==> config.mk <==
export PLATFORM = sky130hd
export DESIGN_NAME = my_pc_ctrl
export DESIGN_NICKNAME = d
export VERILOG_FILES = /design/src/rtl/my_pc_ctrl.sv
export SDC_FILE = /design/constraint.sdc
export NUM_CORES = 1
export LEC_CHECK = 0
export BUFFER_PORTS_ARGS = -buffer_cell sky130_fd_sc_hd__buf_2
export CAP_MARGIN = 20
export CORE_MARGIN = 8
export CORE_UTILIZATION = 30
export CTS_CLUSTER_DIAMETER = 100
export DETAILED_ROUTE_END_ITERATION = 6
export GPL_TIMING_DRIVEN = 0
export PLACE_DENSITY_LB_ADDON = 0.05
export SKIP_CTS_REPAIR_TIMING = 1
export SLEW_MARGIN = 20
export SYNTH_ARGS = -nofsm -noshare
export SYNTH_HDL_FRONTEND = slang
export SYNTH_HIERARCHICAL = 1
export SYNTH_SLANG_ARGS = --single-unit
export TNS_END_PERCENT = 1
==> constraint.sdc <==
create_clock -name clk -period 4.81 [get_ports clk]
set_input_delay 0.962 -clock clk [delete_from_list [all_inputs] [get_ports clk]]
set_output_delay 0.962 -clock clk [all_outputs]
set_load 0.01 [all_outputs]
==> src/rtl/my_pc_ctrl.sv <==
// Program-counter controller for the 16-bit fetch path: valid/ready fetch
// request, jump/call/return redirects and a small return-address stack.

// Increment in library bit order (bit 15 = LSB); wraps FFFF -> 0000.
module my_inc16 (
  input  logic [15:0] a_i,
  output logic [15:0] y_o
);
  logic [15:0] a_num_s;
  logic [15:0] y_num_s;

  for (genvar i = 0; i < 16; i++) begin : g_rev
    assign a_num_s[i] = a_i[15-i];
    assign y_o[i]     = y_num_s[15-i];
  end

  assign y_num_s = a_num_s + 16'd1;
endmodule

module my_pc_ctrl #(
  parameter int          DEPTH     = 4,
  parameter logic [15:0] RESET_VEC = 16'h0000
) (
  input  logic        clk,
  input  logic        rst_n,
  input  logic        load,
  input  logic [15:0] load_addr,
  input  logic        call,
  input  logic [15:0] call_addr,
  input  logic        ret,
  output logic [15:0] pc,
  output logic        pc_valid,
  input  logic        pc_ready,
  output logic [3:0]  sp,
  output logic        fault
);
  localparam int AW = (DEPTH > 1) ? $clog2(DEPTH) : 1;

  typedef enum logic [1:0] {
    INIT  = 2'd0,
    RUN   = 2'd1,
    FAULT = 2'd2
  } state_t;

  state_t        state_q, state_d;
  logic [15:0]   pc_q, pc_d;
  logic [3:0]    sp_q, sp_d;
  logic          pc_valid_q, pc_valid_d;
  logic          fault_q, fault_d;
  logic [15:0]   stack_q [DEPTH];
  logic          push_s;
  logic [15:0]   inc_s;
  logic [AW-1:0] top_idx_s;
  logic [AW-1:0] push_idx_s;

  // RESET_VEC is an arithmetic value; the PC register holds library bit order.
  function automatic logic [15:0] rev16(input logic [15:0] w);
    logic [15:0] r;
    for (int i = 0; i < 16; i++) r[i] = w[15-i];
    return r;
  endfunction

  my_inc16 u_inc (
    .a_i (pc_q),
    .y_o (inc_s)
  );

  assign top_idx_s  = AW'(sp_q - 4'd1);
  assign push_idx_s = AW'(sp_q);

  always_ff @(posedge clk) begin
    if (!rst_n) begin
      state_q    <= INIT;
      pc_q       <= rev16(RESET_VEC);
      sp_q       <= 4'd0;
      pc_valid_q <= 1'b0;
      fault_q    <= 1'b0;
      for (int i = 0; i < DEPTH; i++) stack_q[i] <= 16'h0000;
    end else begin
      state_q    <= state_d;
      pc_q       <= pc_d;
      sp_q       <= sp_d;
      pc_valid_q <= pc_valid_d;
      fault_q    <= fault_d;
      if (push_s) stack_q[push_idx_s] <= inc_s;
    end
  end

  always_comb begin
    state_d = state_q;
    pc_d    = pc_q;
    sp_d    = sp_q;
    push_s  = 1'b0;
    case (state_q)
      INIT: state_d = RUN;
      RUN: begin
        if (ret) begin
          if (sp_q == 4'd0) begin
            state_d = FAULT;
          end else begin
            pc_d = stack_q[top_idx_s];
            sp_d = sp_q - 4'd1;
          end
        end else if (call) begin
          if (sp_q == 4'(DEPTH)) begin
            state_d = FAULT;
          end else begin
            push_s = 1'b1;
            sp_d   = sp_q + 4'd1;
            pc_d   = call_addr;
          end
        end else if (load) begin
          pc_d = load_addr;
        end else if (pc_ready) begin
          pc_d = inc_s;
        end else begin
          pc_d = pc_q;
        end
      end
      FAULT: state_d = FAULT;
      default: state_d = INIT;
    endcase
  end

  always_comb begin
    pc_valid_d = (state_d == RUN);
    fault_d    = fault_q | (state_d == FAULT);
  end

  assign pc       = pc_q;
  assign pc_valid = pc_valid_q;
  assign sp       = sp_q;
  assign fault    = fault_q;
endmodule

==> results of run 1 <==
## layout make-up
type                    count  area [um^2]  share of cell area (%)
well taps                 216          270                    4.69
clock inverters             7         93.8                    1.63
repair buffers             59          312                    5.40
clock buffers               9          225                    3.91
plain buffers              26          188                    3.26
flip-flops and latches     88         2400                    41.7
inverters                   9         33.8                   0.586
multi-input cells         283         2240                    38.9
## kinds of logic (layout without fill, tap and decap cells)
group                      after synthesis  after routing  share of synthesized area, %
adders and majority gates                3              3                         0.775
buffers and inverters                   35            110                          4.57
and+or+nand+nor                        124            124                          16.2
DFF                                     88             88                          49.6
xor gates and xnor gates                16             16                          2.89
AOI/OAI and AO/OA                       74             74                          10.9
muxes                                   66             66                          15.1
## final timing paths
path	cells past startpoint	to	slack, ps	start
setup / recovery	8	stack_q[1][6]	1770	sp[0]
hold reg to reg	1	fault	470	fault
hold / removal	1	fault	470	fault
setup reg to reg	8	stack_q[1][6]	1770	sp[0]
## sequential cells by signal, summed over array words and instances, names as in the netlist
signal	flops
sp	4
pc_valid	1
stack_q	64
state_q	2
pc	16
fault	1
## cells in the final DEF (no fill, tap or decap), types with 2 or more instances in the layout
master	netlist	routed
buf_8	1	2
buf_2	3	60
mux2_2	23	23
buf_6	7	8
a21oi_2	2	2
inv_1	8	8
clkinv_1	1	2
edfxtp_1	64	64
dfxtp_1	24	24
mux2_4	8	8
a211oi_1	5	5
clkbuf_1	8	8
nand2_1	14	14
nor3_1	6	6
xnor2_1	6	6
nor3_4	2	2
nand2b_1	5	5
nor4_1	3	3
ha_1	3	3
nor2_1	9	9
a211oi_2	11	11
nand3_1	4	4
a21oi_1	30	30
bufinv_16	0	2
o22ai_1	15	15
clkbuf_16	0	9
nand4_1	4	4
and2_1	50	50
and3_1	17	17
xor2_1	10	10
and3b_1	2	2
mux2i_1	34	34
buf_4	5	5
## layer usage
| metal | vias up | GRT usage [%] | part of all wire (%) |
|---|---|---|---|
| met4 | 0 | 5.59 | 1.8 |
| met3 | 19 | 3.04 | 4.5 |
| met5 | - | 0 | 0 |
| met2 | 83 | 23.9 | 45 |
| li1 | 1649 | - | - |
| met1 | 1689 | 21.2 | 48 |
## worst max-delay path, delay by kind of cell (launching register included)
family	cells	cell delay [ps]
simple gates	4	1560
buf+inv	3	480
flops	1	370
fa+ha+maj	1	240
## power by group through the flow
stage / combinational, mW / clock, mW / sequential (mW)
floorplan: 0.445 / 0 / 0.970
global route: 0.769 / 0.815 / 0.965
detailed placement: 0.714 / 0 / 0.971
CTS: 0.717 / 0.783 / 0.955
global placement: 0.703 / 0 / 0.973
finish: 0.710 / 0.771 / 0.954
==> results.json, run 1 <==
{
  "leakagePower_nw": 2.25,
  "finalMaxSlewViolations": 0,
  "die_area_um2": 20500,
  "die_x_um": 143,
  "swShare_pct": 33.8,
  "synth_ff_type": "edfxtp_1",
  "clock.fmax_ghz": 0.329,
  "synth_cell_types": 52,
  "grt_usage_pct": 15.6,
  "cp_data_required_time_ps": 4770,
  "drt_wl_total_um": 15400,
  "syn_nets": 447,
  "p_sw_mw": 0.822,
  "synth_enable_flop_cells": 64,
  "dr_total_vias": 3440,
  "status": "completed",
  "dp.cells": 681,
  "num_rows": 46,
  "route.detailed.drc": 0,
  "crit_slowest_cell": "nand2b_1",
  "clk_path_buf_depth": 2,
  "cp_max_fo": 16,
  "syn_avg_cell_area_um2": 11.9,
  "gr-total-overflow": 0,
  "ant_nets": 0,
  "drt_iter0_markers": 216,
  "cts.sinks": 88,
  "wire_per_inst_um": 22.0,
  "ys_seq_area_share_pct": 49.6,
  "dr.pass1.iters": 4,
  "final_cell_area_um2": 5760,
  "fin_util_pct": 36.4,
  "clk_pin_slew_ps": 70,
  "yosysMostFrequentCell": "edfxtp_1",
  "cp.arrival_ps": 3000,
  "yosys_register_bits": 88,
  "cp_cell_sequence": "buf_2 > inv_1 > ha_1 > and3b_1 > nor3_4 > and3_1 > buf_4 > nand2b_1",
  "worstSkewPairLatency_ps": 350,
  "power_density_nw_per_um2": 422,
  "yosysTopAreaCell": "edfxtp_1",
  "synth_commonest_cells": "edfxtp_1 (64), and2_1 (50), mux2i_1 (34)",
  "timing.final.crit_share_pct": 63.1,
  "critPathKind": "reg2reg",
  "p_total_mw": 2.43,
  "root_buffer": "clkbuf_16",
  "ir_drop_mv": 0.163,
  "p_seq_share_pct": 39.2,
  "die_h_um": 143,
  "grt_pass1_wl_um": 22900,
  "io_pins": 60,
  "first_global_vias": 3538,
  "clock_power_share_pct": 31.7,
  "core_um2": 15800,
  "area_growth_pct": 19.0,
  "setup_viol": 0,
  "async_flop_share_pct": 0,
  "setup_tns_ps": 0,
  "ys_warn_count": 6,
  "fin_cells": 697,
  "numCtsBuffers": 9,
  "viasPerCell": 4.94,
  "pwr-share-comb_pct": 29.2,
  "htreeDepth": 3,
  "crit_path_end_kind": "flip-flop",
  "syn_inst": 406,
  "maxCapViolCount": 0,
  "fin_ws_ps": 1770,
  "hold-worst-slack_ps": 469,
  "yosysTopAreaCellShare_pct": 39.7,
  "cts_tree": "yes",
  "start_util_pct": 30.6,
  "max_slew_margin_pct": 30.7,
  "synth_area_um2": 4850,
  "cp_slowest_stage_delay_ps": 820,
  "fin_crit_ps": 3040,
  "placed_area_um2": 5450,
  "fillCellCount": 1564,
  "finalHoldViolCount": 0,
  "hold_path_class": "reg2reg",
  "yosys-top-cells-area": "edfxtp_1 (40%), dfxtp_1 (9.9%), mux2i_1 (7.0%), and2_1 (6.5%), mux2_2 (5.3%)",
  "dp_slack_ps": 1410,
  "drive_above_1_share_pct": 30.8,
  "grt_max_degree": 17,
  "start_kind": "flip-flop",
  "globalplace.congestion": 0.775,
  "antenna_found_initial": 0,
  "port-buffer-count": 57,
  "antenna_cells": 0,
  "tightest_slew_ps": 1040,
  "skew_ps": 9.40,
  "nNetsFinal": 517,
  "rsz0062_at_grt": "false",
  "dp_hpwl_um": 10900,
  "internal-power_mw": 1.61
}
Power figures use the tool's default switching activity.
==> run 2: changes to the inputs <==
==> constraint.sdc (replaced) <==
create_clock -name clk -period 2.8 [get_ports clk]
set_input_delay 0.56 -clock clk [delete_from_list [all_inputs] [get_ports clk]]
set_output_delay 0.56 -clock clk [all_outputs]
set_load 0.01 [all_outputs]
==> run 2 against run 1 <==
Net effect: routed wire length shrank 1.3%; worst setup slack lost 1700 ps; flip-flop and latch count is the same; global-route usage shrank 0.12 points; critical path depth is the same; final area grew 0.46%; via count grew 0.23%; hold slack lost 11 ps; highest routed layer unchanged.
==> results.json, run 2 (synthesis gave the netlist of run 1 again) <==
{
  "drive_above_1_share_pct": 32.2,
  "cts_tree": "yes",
  "first_global_vias": 3557,
  "min_from": "fault",
  "top_register": "stack_q",
  "grt_pass1_wl_um": 22800,
  "crit_path_end_kind": "flip-flop",
  "ir_drop_mv": 0.401,
  "crit_start": "sp[0]",
  "pwr-share-comb_pct": 29.1,
  "clk_path_buf_depth": 2,
  "crit_slowest_cell": "clkbuf_1",
  "fin_crit_ps": 2780,
  "finalMaxSlewViolations": 0,
  "globalplace.congestion": 0.780,
  "tightest_slew_ps": 857,
  "fillCellCount": 1588,
  "rsz0062_at_grt": "true",
  "numCtsBuffers": 9,
  "fin_cells": 697,
  "internal-power_mw": 2.77,
  "cts.sinks": 88,
  "core_um2": 15800,
  "seqCellArea_um2": 2400,
  "status": "completed",
  "hold_path_class": "reg2reg",
  "io_pins": 60,
  "cp_max_fo": 16,
  "area_growth_pct": 19.5,
  "clk_pin_slew_ps": 70,
  "route.detailed.drc": 0,
  "skew_ps": 6.33,
  "final_common_cell": "edfxtp_1",
  "drt_wl_total_um": 15200,
  "worstSkewPairLatency_ps": 350,
  "antenna_cells": 0,
  "leakagePower_nw": 2.25,
  "hold-worst-slack_ps": 459,
  "cp_data_required_time_ps": 2800,
  "num_rows": 46,
  "max_slew_margin_pct": 42.8,
  "critPathKind": "reg2reg",
  "clock_power_share_pct": 31.8,
  "die_area_um2": 20500,
  "p_sw_mw": 1.42,
  "fin_util_pct": 36.6,
  "cp.arrival_ps": 2770,
  "ant_nets": 0,
  "dp_hpwl_um": 10900,
  "fin_ws_ps": 24.1,
  "power_density_nw_per_um2": 725,
  "grt_max_degree": 17,
  "clock.fmax_ghz": 0.360,
  "die_x_um": 143,
  "cp_cell_sequence": "buf_2 > inv_1 > ha_1 > and3b_1 > nor3_4 > clkbuf_1 > nand2_1 > nand2_2",
  "setup_tns_ps": 0,
  "grt_usage_pct": 15.4,
  "port-buffer-count": 57,
  "dp.cells": 681,
  "cp_slowest_stage_delay_ps": 500,
  "start_kind": "flip-flop",
  "gr-total-overflow": 0,
  "dr_total_vias": 3448,
  "nNetsFinal": 517,
  "setup_viol": 0,
  "p_total_mw": 4.20,
  "p_seq_share_pct": 39.1,
  "antenna_found_initial": 0,
  "viasPerCell": 4.95,
  "placed_area_um2": 5450,
  "finalHoldViolCount": 0,
  "wire_per_inst_um": 21.8,
  "start_util_pct": 30.6,
  "drt_iter0_markers": 202,
  "multi_input_area_um2": 2260,
  "largest_reg_flops": 64,
  "swShare_pct": 33.9,
  "dp_slack_ps": -259,
  "final_cell_area_um2": 5790,
  "mostFrequentLayoutCells": "edfxtp_1 (64), buf_2 (60), and2_1 (50)",
  "dr.pass1.iters": 4,
  "maxCapViolCount": 0,
  "timing.final.crit_share_pct": 99.1,
  "root_buffer": "clkbuf_16",
  "die_h_um": 143,
  "reg2reg_from": "sp[0]",
  "htreeDepth": 3
}
[run 2: power by group through the flow]
stage	clock, mW	combinational, mW	sequential, mW
final	1.33	1.22	1.64
after global routing	1.40	1.32	1.66
after CTS	1.35	1.23	1.64
after detailed placement	0	1.22	1.67
after global placement	0	1.21	1.67
after floorplan	0	0.766	1.67
[run 2: layout make-up]
cell class              instances  area share, %
plain buffers                  26           3.24
clock buffers                   9           3.89
clock inverters                 7           1.62
inverters                       9          0.583
multi-input cells             283           39.1
flip-flops and latches         88           41.5
well taps                     216           4.67
repair buffers                 59           5.38
[run 2: critical path: cells and delay by family (launching register included)]
kind | cells | cell delay, ps
adder cells (fa/ha/maj) | 1 | 250
flip-flops | 1 | 340
AND/OR/NAND/NOR | 4 | 1040
buffers and inverters | 3 | 790
[run 2: worst paths after layout]
| kind | endpoint | slack, ps | cells after the start |
|---|---|---|---|
| worst max register to register | stack_q[0][1] | 20 | 8 |
| worst min-delay path | fault | 460 | 1 |
| worst max-delay path | stack_q[0][1] | 20 | 8 |
| worst min register to register | fault | 460 | 1 |
[run 2: layer usage]
layer / global-route usage [%] / share of wire [%] / vias to the layer above / wire length, um
li1: - / - / 1637 / -
met1: 21.3 / 49 / 1709 / 7390
met2: 23.9 / 46 / 87 / 7010
met3: 2.50 / 3.6 / 15 / 539
met4: 5.31 / 1.5 / 0 / 229
met5: 0 / 0 / - / 0
==> run 3: changes to the inputs <==
--- a/config.mk
+++ b/config.mk
@@ -17,6 +17,5 @@
 export SLEW_MARGIN = 20
 export SYNTH_ARGS = -nofsm -noshare
 export SYNTH_HDL_FRONTEND = slang
-export SYNTH_HIERARCHICAL = 1
 export SYNTH_SLANG_ARGS = --single-unit
 export TNS_END_PERCENT = 1
==> run 3 against run 2 <==
Net effect: non-clock buffer count did not move; register-to-register slack improved by 70 ps; maximum frequency rose by 2.8%; utilization rose by 0.73 points; synthesized area fell by 9.2%; sequential share of layout area rose by 3.1 points; routed wire length fell by 1.2%; first-iteration DRC count rose by 1.5%; sequential power barely moved; combinational power fell by 16%; hold slack improved by 8.8 ps.
==> results.json, run 3 <==
{
  "ys_warn_count": 0,
  "area_growth_pct": 22.4,
  "route.detailed.drc": 0,
  "drt_iter0_markers": 205,
  "cp_data_required_time_ps": 2830,
  "ir_drop_mv": 0.300,
  "die_h_um": 137,
  "synth_ff_type": "edfxtp_1",
  "yosysTopAreaCell": "edfxtp_1",
  "cts_tree": "yes",
  "finalHoldViolCount": 0,
  "wire_per_inst_um": 22.6,
  "setup_viol": 0,
  "yosys_register_bits": 88,
  "final_common_cell": "nor2_1",
  "largest_reg_flops": 64,
  "dp_hpwl_um": 10400,
  "num_rows": 44,
  "fin_crit_ps": 2700,
  "die_area_um2": 18800,
  "maxCapViolCount": 0,
  "antenna_found_initial": 0,
  "synth_area_um2": 4400,
  "fillCellCount": 1453,
  "nNetsFinal": 514,
  "timing.final.crit_share_pct": 96.5,
  "dr.pass1.iters": 4,
  "cp_max_fo": 11,
  "root_buffer": "clkbuf_16",
  "start_util_pct": 30.5,
  "crit_path_end_kind": "flip-flop",
  "leakagePower_nw": 1.96,
  "core_um2": 14400,
  "top_register": "stack_q",
  "fin_cells": 662,
  "first_global_vias": 3588,
  "globalplace.congestion": 0.806,
  "antenna_cells": 0,
  "finalMaxSlewViolations": 0,
  "syn_avg_cell_area_um2": 11.1,
  "dr_total_vias": 3422,
  "synth_commonest_cells": "nor2_1 (82), edfxtp_1 (64), dfxtp_1 (24), nand2_1 (24), a21oi_1 (21)",
  "fin_util_pct": 37.3,
  "skew_ps": 10.8,
  "status": "completed",
  "gr-total-overflow": 0,
  "numCtsBuffers": 9,
  "htreeDepth": 3,
  "dp.cells": 640,
  "io_pins": 60,
  "rsz0062_at_grt": "true",
  "power_density_nw_per_um2": 700,
  "cts.sinks": 88,
  "synth_cell_types": 46,
  "ys_seq_area_share_pct": 54.6,
  "drt_wl_total_um": 15000,
  "grt_usage_pct": 16.3,
  "start_kind": "flip-flop",
  "async_flop_share_pct": 0,
  "syn_inst": 398,
  "yosys-top-cells-area": "edfxtp_1 (44%), dfxtp_1 (11%), nor2_1 (7.0%), mux4_2 (6.1%), mux2i_1 (2.5%)",
  "drive_above_1_share_pct": 25.9,
  "p_total_mw": 3.77,
  "die_x_um": 137,
  "yosysMostFrequentCell": "nor2_1",
  "clk_pin_slew_ps": 60,
  "clock.fmax_ghz": 0.370,
  "max_slew_margin_pct": 9.58,
  "mostFrequentLayoutCells": "nor2_1 (82), buf_2 (66), edfxtp_1 (64)",
  "syn_nets": 439,
  "port-buffer-count": 58,
  "clk_path_buf_depth": 2,
  "synth_enable_flop_cells": 64,
  "critPathKind": "reg2reg",
  "cp.arrival_ps": 2730,
  "hold_path_class": "reg2reg",
  "worstSkewPairLatency_ps": 350,
  "tightest_slew_ps": 1360,
  "yosysTopAreaCellShare_pct": 43.7,
  "viasPerCell": 5.17,
  "grt_pass1_wl_um": 22100,
  "grt_max_degree": 17,
  "ant_nets": 0
}
## run 3: changes by cell type in the layout (fill, tap and decap cells not counted), moves of 8 or more
| cell | delta |
|---|---|
| mux4_2 | +12 |
| nor2_1 | +73 |
| and2_1 | -47 |
| and3_1 | -17 |
| a221oi_1 | +8 |
| a211oi_2 | -11 |
| mux2_4 | -8 |
| o21ai_0 | +14 |
| mux2_2 | -21 |
| o22ai_1 | -11 |
| mux2i_1 | -23 |
| nand2_1 | +8 |
| a21oi_1 | -9 |
## run 3: through the flow
stage	setup TNS [ps]	hold WS, ps	cell area, um^2	setup WS (ps)
after detailed placement	-54390	465	4940	-778
final	0	467	5380	99.1
after floorplan	-106	453	4420	-5.78
after global routing	-492	495	5380	-44.1
after global placement	-56800	450	4940	-800
after CTS	-56990	480	5200	-795
## run 3: critical path: stages (launching register included)
cell	delay, ps
dfxtp_1	370
buf_2	250
inv_1	170
ha_1	240
nor2b_1	190
a2111oi_4	330
and2_4	260
nand3_4	170
buf_8	210
nand2_4	180
## run 3: cells by family (layout without fill, tap and decap cells)
family	after synthesis	count (layout)	share of synthesized area, %
AND/OR/NAND/NOR	146	148	15.3
flip-flops	88	88	54.6
AO/OA/AOI/OAI	84	84	13.1
buffers and inverters	33	111	3.13
multiplexers	25	25	9.16
XOR/XNOR	19	19	3.78
adder cells (fa/ha/maj)	3	3	0.853
## run 3: path summary, 6_finish.rpt
check | start | end | depth (start not counted) | slack (ps)
worst min register to register | fault | fault | 1 | 470
worst max-delay path | sp[1] | stack_q[0][10] | 9 | 100
worst max register to register | sp[1] | stack_q[0][10] | 9 | 100
worst min-delay path | fault | fault | 1 | 470
## run 3: final cells by class
class | count | area, um^2 | share of cell area (%)
timing repair buffer | 62 | 320 | 5.95
clock inverter | 4 | 22.5 | 0.418
sequential | 88 | 2400 | 44.7
clock buffer | 12 | 236 | 4.39
multi-input combinational | 279 | 1970 | 36.6
buffer | 23 | 158 | 2.93
inverter | 10 | 41.3 | 0.767
tap | 184 | 230 | 4.28
## run 3: report_power, final
part           total (mW)  internal [mW]  switching [mW]
clock network        1.11          0.598           0.507
registers            1.63           1.51           0.124
logic                1.03          0.424           0.606
## run 3: routing by layer
layer	global-route usage, %	up-vias	share of wire, %
li1	-	1626	-
met1	22.0	1673	45
met2	25.5	101	47
met3	2.50	22	6.6
met4	6.88	0	1.9
met5	0	-	0
